==> config.mk <==
export PLATFORM = sky130hd
export DESIGN_NAME = uart_tx_word_arbiter
export DESIGN_NICKNAME = d
export VERILOG_FILES = /design/src/rtl/uart_tx_word_arbiter.sv
export SDC_FILE = /design/constraint.sdc
export NUM_CORES = 1
export LEC_CHECK = 0
export BUFFER_PORTS_ARGS = -buffer_cell sky130_fd_sc_hd__buf_2
export CAP_MARGIN = 20
export CORE_AREA = 4 4 72 74
export CTS_CLUSTER_DIAMETER = 40
export DETAILED_ROUTE_END_ITERATION = 6
export DIE_AREA = 0 0 76 78
export PLACE_DENSITY_LB_ADDON = 0.2
export SLEW_MARGIN = 20
export SYNTH_ARGS = -nofsm -noshare
export SYNTH_HDL_FRONTEND = slang
export SYNTH_SLANG_ARGS = --single-unit
==> constraint.sdc <==
create_clock -name clk -period 2.3 [get_ports clk]
set_input_delay 0.23 -clock clk [delete_from_list [all_inputs] [get_ports clk]]
set_output_delay 0.23 -clock clk [all_outputs]
set_load 0.02 [all_outputs]
==> src/rtl/uart_tx_word_arbiter.sv <==
// Round-robin arbiter that shares one byte-wide UART transmitter between two
// word sources and serialises the granted word LSB-first.
module uart_tx_word_arbiter #(
  parameter int LENGTH = 32
) (
  input  logic              clk,
  input  logic              rst,
  input  logic              req_a,
  input  logic [LENGTH-1:0] data_a,
  output logic              ack_a,
  input  logic              req_b,
  input  logic [LENGTH-1:0] data_b,
  output logic              ack_b,
  output logic              sel,
  output logic [7:0]        tx_data,
  output logic              tx_start,
  input  logic              tx_done,
  output logic              busy,
  output logic [1:0]        state_dbg
);
  localparam int NBYTES = LENGTH / 8;
  localparam int CNT_W  = (NBYTES > 1) ? $clog2(NBYTES) : 1;
  localparam logic [CNT_W-1:0] LAST_BYTE = CNT_W'(NBYTES - 1);

  // Handshakes: a requester holds req until its one-cycle ack; toward the UART,
  // tx_start and tx_done are one-cycle pulses and tx_data is stable in between.
  typedef enum logic [1:0] {IDLE, START, WAIT, DONE} state_t;

  state_t            state_q, state_d;
  logic [CNT_W-1:0]  cnt_q, cnt_d;
  logic [LENGTH-1:0] shreg_q, shreg_d;
  logic              last_q, last_d;
  logic              sel_q, sel_d;
  logic [7:0]        tx_data_q, tx_data_d;
  logic              tx_start_q, tx_start_d;
  logic              ack_a_q, ack_a_d;
  logic              ack_b_q, ack_b_d;
  logic              busy_q, busy_d;

  logic              win;
  logic [LENGTH-1:0] grant_word;
  logic [LENGTH-1:0] shifted;

  always_comb begin
    state_d    = state_q;
    cnt_d      = cnt_q;
    shreg_d    = shreg_q;
    last_d     = last_q;
    sel_d      = sel_q;
    tx_data_d  = tx_data_q;
    tx_start_d = 1'b0;
    ack_a_d    = 1'b0;
    ack_b_d    = 1'b0;
    // On contention the source that was not served last wins.
    win        = (req_a && req_b) ? ~last_q : req_b;
    grant_word = win ? data_b : data_a;
    shifted    = shreg_q >> 8;

    case (state_q)
      IDLE: begin
        if (req_a || req_b) begin
          sel_d      = win;
          shreg_d    = grant_word;
          cnt_d      = '0;
          tx_data_d  = grant_word[7:0];
          tx_start_d = 1'b1;
          state_d    = START;
        end
      end
      START: state_d = WAIT;
      WAIT: begin
        if (tx_done) begin
          if (cnt_q == LAST_BYTE) begin
            ack_a_d = ~sel_q;
            ack_b_d = sel_q;
            state_d = DONE;
          end else begin
            shreg_d    = shifted;
            cnt_d      = cnt_q + CNT_W'(1);
            tx_data_d  = shifted[7:0];
            tx_start_d = 1'b1;
            state_d    = START;
          end
        end
      end
      DONE: begin
        last_d  = sel_q;
        state_d = IDLE;
      end
      default: state_d = IDLE;
    endcase

    busy_d = (state_d != IDLE);
  end

  always_ff @(posedge clk) begin
    if (rst) begin
      state_q    <= IDLE;
      cnt_q      <= '0;
      shreg_q    <= '0;
      last_q     <= 1'b1;
      sel_q      <= 1'b0;
      tx_data_q  <= 8'h00;
      tx_start_q <= 1'b0;
      ack_a_q    <= 1'b0;
      ack_b_q    <= 1'b0;
      busy_q     <= 1'b0;
    end else begin
      state_q    <= state_d;
      cnt_q      <= cnt_d;
      shreg_q    <= shreg_d;
      last_q     <= last_d;
      sel_q      <= sel_d;
      tx_data_q  <= tx_data_d;
      tx_start_q <= tx_start_d;
      ack_a_q    <= ack_a_d;
      ack_b_q    <= ack_b_d;
      busy_q     <= busy_d;
    end
  end

  assign ack_a     = ack_a_q;
  assign ack_b     = ack_b_q;
  assign sel       = sel_q;
  assign tx_data   = tx_data_q;
  assign tx_start  = tx_start_q;
  assign busy      = busy_q;
  assign state_dbg = state_q;

endmodule

# Word level (Yosys, flattened, before mapping)

Cells that the tools add are included.

$add $sub $neg: 1
Equality and inequality tests: 7
Muxes and demuxes: 22
Bitwise logic cells: 5
Reductions and logical operators: 8

Operator list:

| kind                  | count |
|---|---|
| $mux W32              | 4 |
| $pmux W32 S2          | 1 |
| $mux W8               | 3 |
| $pmux W8 S2           | 1 |
| $mux W2               | 6 |
| $pmux W2 S4           | 1 |
| $eq A2 B2 Y1 const B  | 3 |
| $ne A2 B2 Y1 const B  | 3 |
| $not A1 Y1            | 5 |
| $mux W1               | 4 |
| $pmux W2 S2           | 1 |
| $reduce_and A4 Y1     | 1 |
| $reduce_bool A2 Y1    | 2 |
| $reduce_or A4 Y1      | 1 |
| $add A2 B1 Y2 const B | 1 |
| $eq A2 B1 Y1 const B  | 1 |
| $logic_not A2 Y1      | 1 |
| $pmux W1 S2           | 1 |
| $reduce_and A2 Y1     | 1 |
| $logic_and A1 B1 Y1   | 1 |
| $logic_or A1 B1 Y1    | 1 |

Bits in registers: 50
Input port bits: 69
Output and inout bits: 15
Word-level logic and storage cells: 53

# Logic depth before layout (Yosys ltp)

Word-level depth: 5
Mapped depth: 7

# Least setup slack after synthesis

Ideal clock, no wire load.

Kind: reg2reg
Start: register cnt_q[0]
End: register shreg_q[15]
Library setup time: 117 ps
Arrival time: 1,555 ps
Required time: 2,183 ps
Slack: 627 ps
Stages on the path, launching flop included: 8
Clock period less this slack: 1,673 ps
Cell sequence: dfxtp_1 ha_1 nand2b_1 a211o_1 nor2b_4 buf_6 buf_6 a32o_1

Word-level cells in the longest chain between the ends: 3

RTL lines:

| item                               | line | RTL |
|---|---|---|
| from (decl)                        | 30   | `logic [CNT_W-1:0] cnt_q, cnt_d;` |
| from (signal assigned)             | 110  | `cnt_q <= cnt_d;` |
| $eq A2 B2 Y1                       | 73   | `if (cnt_q == LAST_BYTE) begin` |
| $ne A2 B2 Y1 (no source line)      | --   |  |
| $reduce_and A4 Y1 (no source line) | --   |  |
| to (signal assigned)               | 111  | `shreg_q <= shreg_d;` |
| to (decl)                          | 31   | `logic [LENGTH-1:0] shreg_q, shreg_d;` |

Every way passes these cells.
A chain may end at the register's enable or synchronous reset.

# Final worst setup path

Start: register cnt_q[0]
End: register shreg_q[19]

The elaborated chain is that of the path after synthesis.

==> flow_summary.toml <==
[routing]
wirelength_mm = 5.18
drc = 0
ant_nets = 0
vias = 2056
drt-initial-drc-count = 146
post_drt_via_cell_ratio = 5.26
avgRoutedWirePerCell_um = 13.3
first_pass_iters = 4

[power_and_ir_drop]
p_sw_share_pct = 29.1
pwr-share-clk_pct = 28.0
power_density_mw_per_mm2 = 664
internal-power_mw = 1.22
leakagePower_nw = 1.21
power_mw = 1.71
ir_drop_mv = 0.303
switchingPower_mw = 0.498
p_comb_share_pct = 22.9
p_seq_share_pct = 49.1

[setup_path]
cpMaxStageDelayCell = "nor2b_4"
r2r-start = "cnt_q[0]"
cp_cell_sequence = "ha_1 > nand2b_1 > a211o_1 > nor2b_4 > a32o_1"
cp_slowest_stage_delay_ns = 0.65
r2r_slack_ns = 0.42
critPathCaptureType = "flip-flop"
worst-path-max-fanout = 32
reg2reg_depth = 5
criticalPathCategory = "flip-flop to flip-flop"
start_kind = "flip-flop"
crit_family = "simple AND/OR/NAND/NOR gates"
arrival_ns = 2.10
required_ns = 2.52
critical_path_buf_inv_count = 0
r2r-end = "shreg_q[19]"

[clocking]
clockBufferDepth = 2
cts_resized = 0
clk_pin_slew_ns = 0.08
root_buffer = "clkbuf_8"
cts_buffers = 5
htreeDepth = 2
cts_tree = "done"
clock_latency_ns = 0.29
post_cts_buffers = 0
cts.sinks = 42
cts-hold-fix-buffers = 0

[place]
dp_hpwl_mm = 3.82
gp_congestion = 0.762
post-place-ws_ns = 0.460
portBuffers = 83
dp.cells = 383

[global_route]
grt_max_degree = 33
antenna_found_initial = 0
grt_pass1_wl_mm = 8.63
grt_pass1_vias = 1826
track_usage_pct = 17.5
grt_overflow = 0

[timing]
setup_viol = 0
tns_ns = 0
fin_skew_ns = 0.0113
holdWs_ns = 0.215
max_freq_mhz = 533
worstMarginPinSlew_ns = 0.749
finalCriticalPeriod_ns = 1.88
worst_slack_ns = 0.422
hold_viol_final = 0
relSlewSlack_pct = 49.9
rsz0062_at_grt = "no"
period_share_pct = 81.6
report.final.slew_viol_count = 0

[outcome]
outcome = "completed"

[logic_synthesis]
syn-num-nets = 339
ys_types = 29
synthCells = 269
synthArstFlopShare_pct = 0
synth-edff-count = 0
yosysSeqAreaShare_pct = 39.6
syn_area_mm2 = 0.00212
syn_avg_cell_area_um2 = 7.89
synth_ff_type = "dfxtp_1"
synth-seq-cells = 42
yosysWarningCount = 0

[hold_path]
hold_end = "state_dbg[0]"
whs_path_depth = 3
hold_class = "input port to flip-flop"
min-delay-start = "tx_done"

[finish]
final_cell_mix = "nand2_1, buf_2, dfxtp_1, a21oi_1, a32o_1"
multiInputGateArea_mm2 = 0.00109
layout.cells.non_filler = 391
regArea_um2 = 841
final_common_cell = "nand2_1"
fill_cells = 454
area_growth_pct = 21.6
drive_gt1_share_pct = 31.2
n_antenna_cell = 0
nNetsFinal = 406

[floorplanning]
die_h_um = 78
coreArea_mm2 = 0.00460
dieArea_mm2 = 0.00593
start_util_pct = 46.2
ioPinCount = 84
num_rows = 25
fp.dieW_um = 76

[flow_run]
drv_cap = 0
==> power by group through the flow <==
stage                     Combinational, mW  Sequential (mW)  Clock, mW
after global placement                0.393            0.856          0
after global routing                  0.444            0.850      0.517
after CTS                             0.398            0.841      0.495
after detailed placement              0.396            0.858          0
final                                 0.393            0.841      0.480
after floorplan                       0.290            0.853          0
==> area by class of cell <==
class                   instances  share of cell area [%]
well taps                      54                    2.62
clock buffers                   7                    3.34
multi-input cells             192                    42.1
repair buffers                 92                    18.7
clock inverters                 1                   0.194
flip-flops and latches         42                    32.6
inverters                       3                   0.436
==> registers in the layout, summed over array words and instances, names as in the netlist <==
name,cells
ack_a,1
busy,1
sel,1
tx_start,1
state_dbg,2
last_q,1
ack_b,1
shreg_q,32
cnt_q,2
==> worst max path at each step <==
stage                        endpoint     start  depth (start not counted)
after floorplan           shreg_q[15]  cnt_q[0]                          7
after global placement     shreg_q[3]  cnt_q[0]                          5
after detailed placement  shreg_q[19]  cnt_q[0]                          5
after CTS                 shreg_q[19]  cnt_q[0]                          5
after global routing      shreg_q[27]  cnt_q[0]                          5
final                     shreg_q[19]  cnt_q[0]                          5
==> cell families (layout without fill, tap and decap cells) <==
logic type,count (synthesis),count (layout),share of synthesized area (%)
AO/OA/AOI/OAI,77,77,27.8
adder cells (fa/ha/maj),1,1,0.589
buffers and inverters,35,103,9.61
flip-flops,42,42,39.6
AND/OR/NAND/NOR,114,114,22.5
==> per-layer routing <==
metal | share of wire, % | vias up | wire (um) | GRT usage, %
met1 | 46 | 907 | 2400 | 23.0
li1 | - | 1071 | - | -
met2 | 44 | 70 | 2290 | 27.3
met5 | 0 | - | 0 | 0
met3 | 7.9 | 8 | 410 | 5.34
met4 | 1.6 | 0 | 84 | 5.52
==> worst reg2reg max path, cell delays in order, from the launching register on <==
cell,delay [ns]
dfxtp_1,0.36
ha_1,0.21
nand2b_1,0.18
a211o_1,0.19
nor2b_4,0.65
a32o_1,0.22
==> synthesized netlist by cell type, types with 2 or more instances <==
| library cell | n | area, um^2 |
|---|---|---|
| o2bb2ai_1 | 8 | 70.1 |
| a21boi_1 | 3 | 22.5 |
| buf_2 | 10 | 50.1 |
| nor2b_1 | 3 | 18.8 |
| buf_6 | 4 | 45.0 |
| buf_4 | 8 | 60.1 |
| nor3_2 | 2 | 20.0 |
| a22oi_1 | 9 | 67.6 |
| dfxtp_1 | 42 | 841 |
| clkbuf_1 | 8 | 30.0 |
| a21oi_1 | 27 | 135 |
| nor2_1 | 7 | 26.3 |
| buf_1 | 2 | 7.51 |
| nand2b_1 | 2 | 12.5 |
| nand2_1 | 95 | 357 |
| inv_1 | 3 | 11.3 |
| a32o_1 | 24 | 240 |
==> stage by stage <==
step	cell area, um^2	util (%)
floorplan	2120	-
global placement	2490	54.1
detailed placement	2490	54.1
CTS	2580	56.1
global route	2580	56.1
finish	2580	56.1
(Power assumes the default switching activity.)
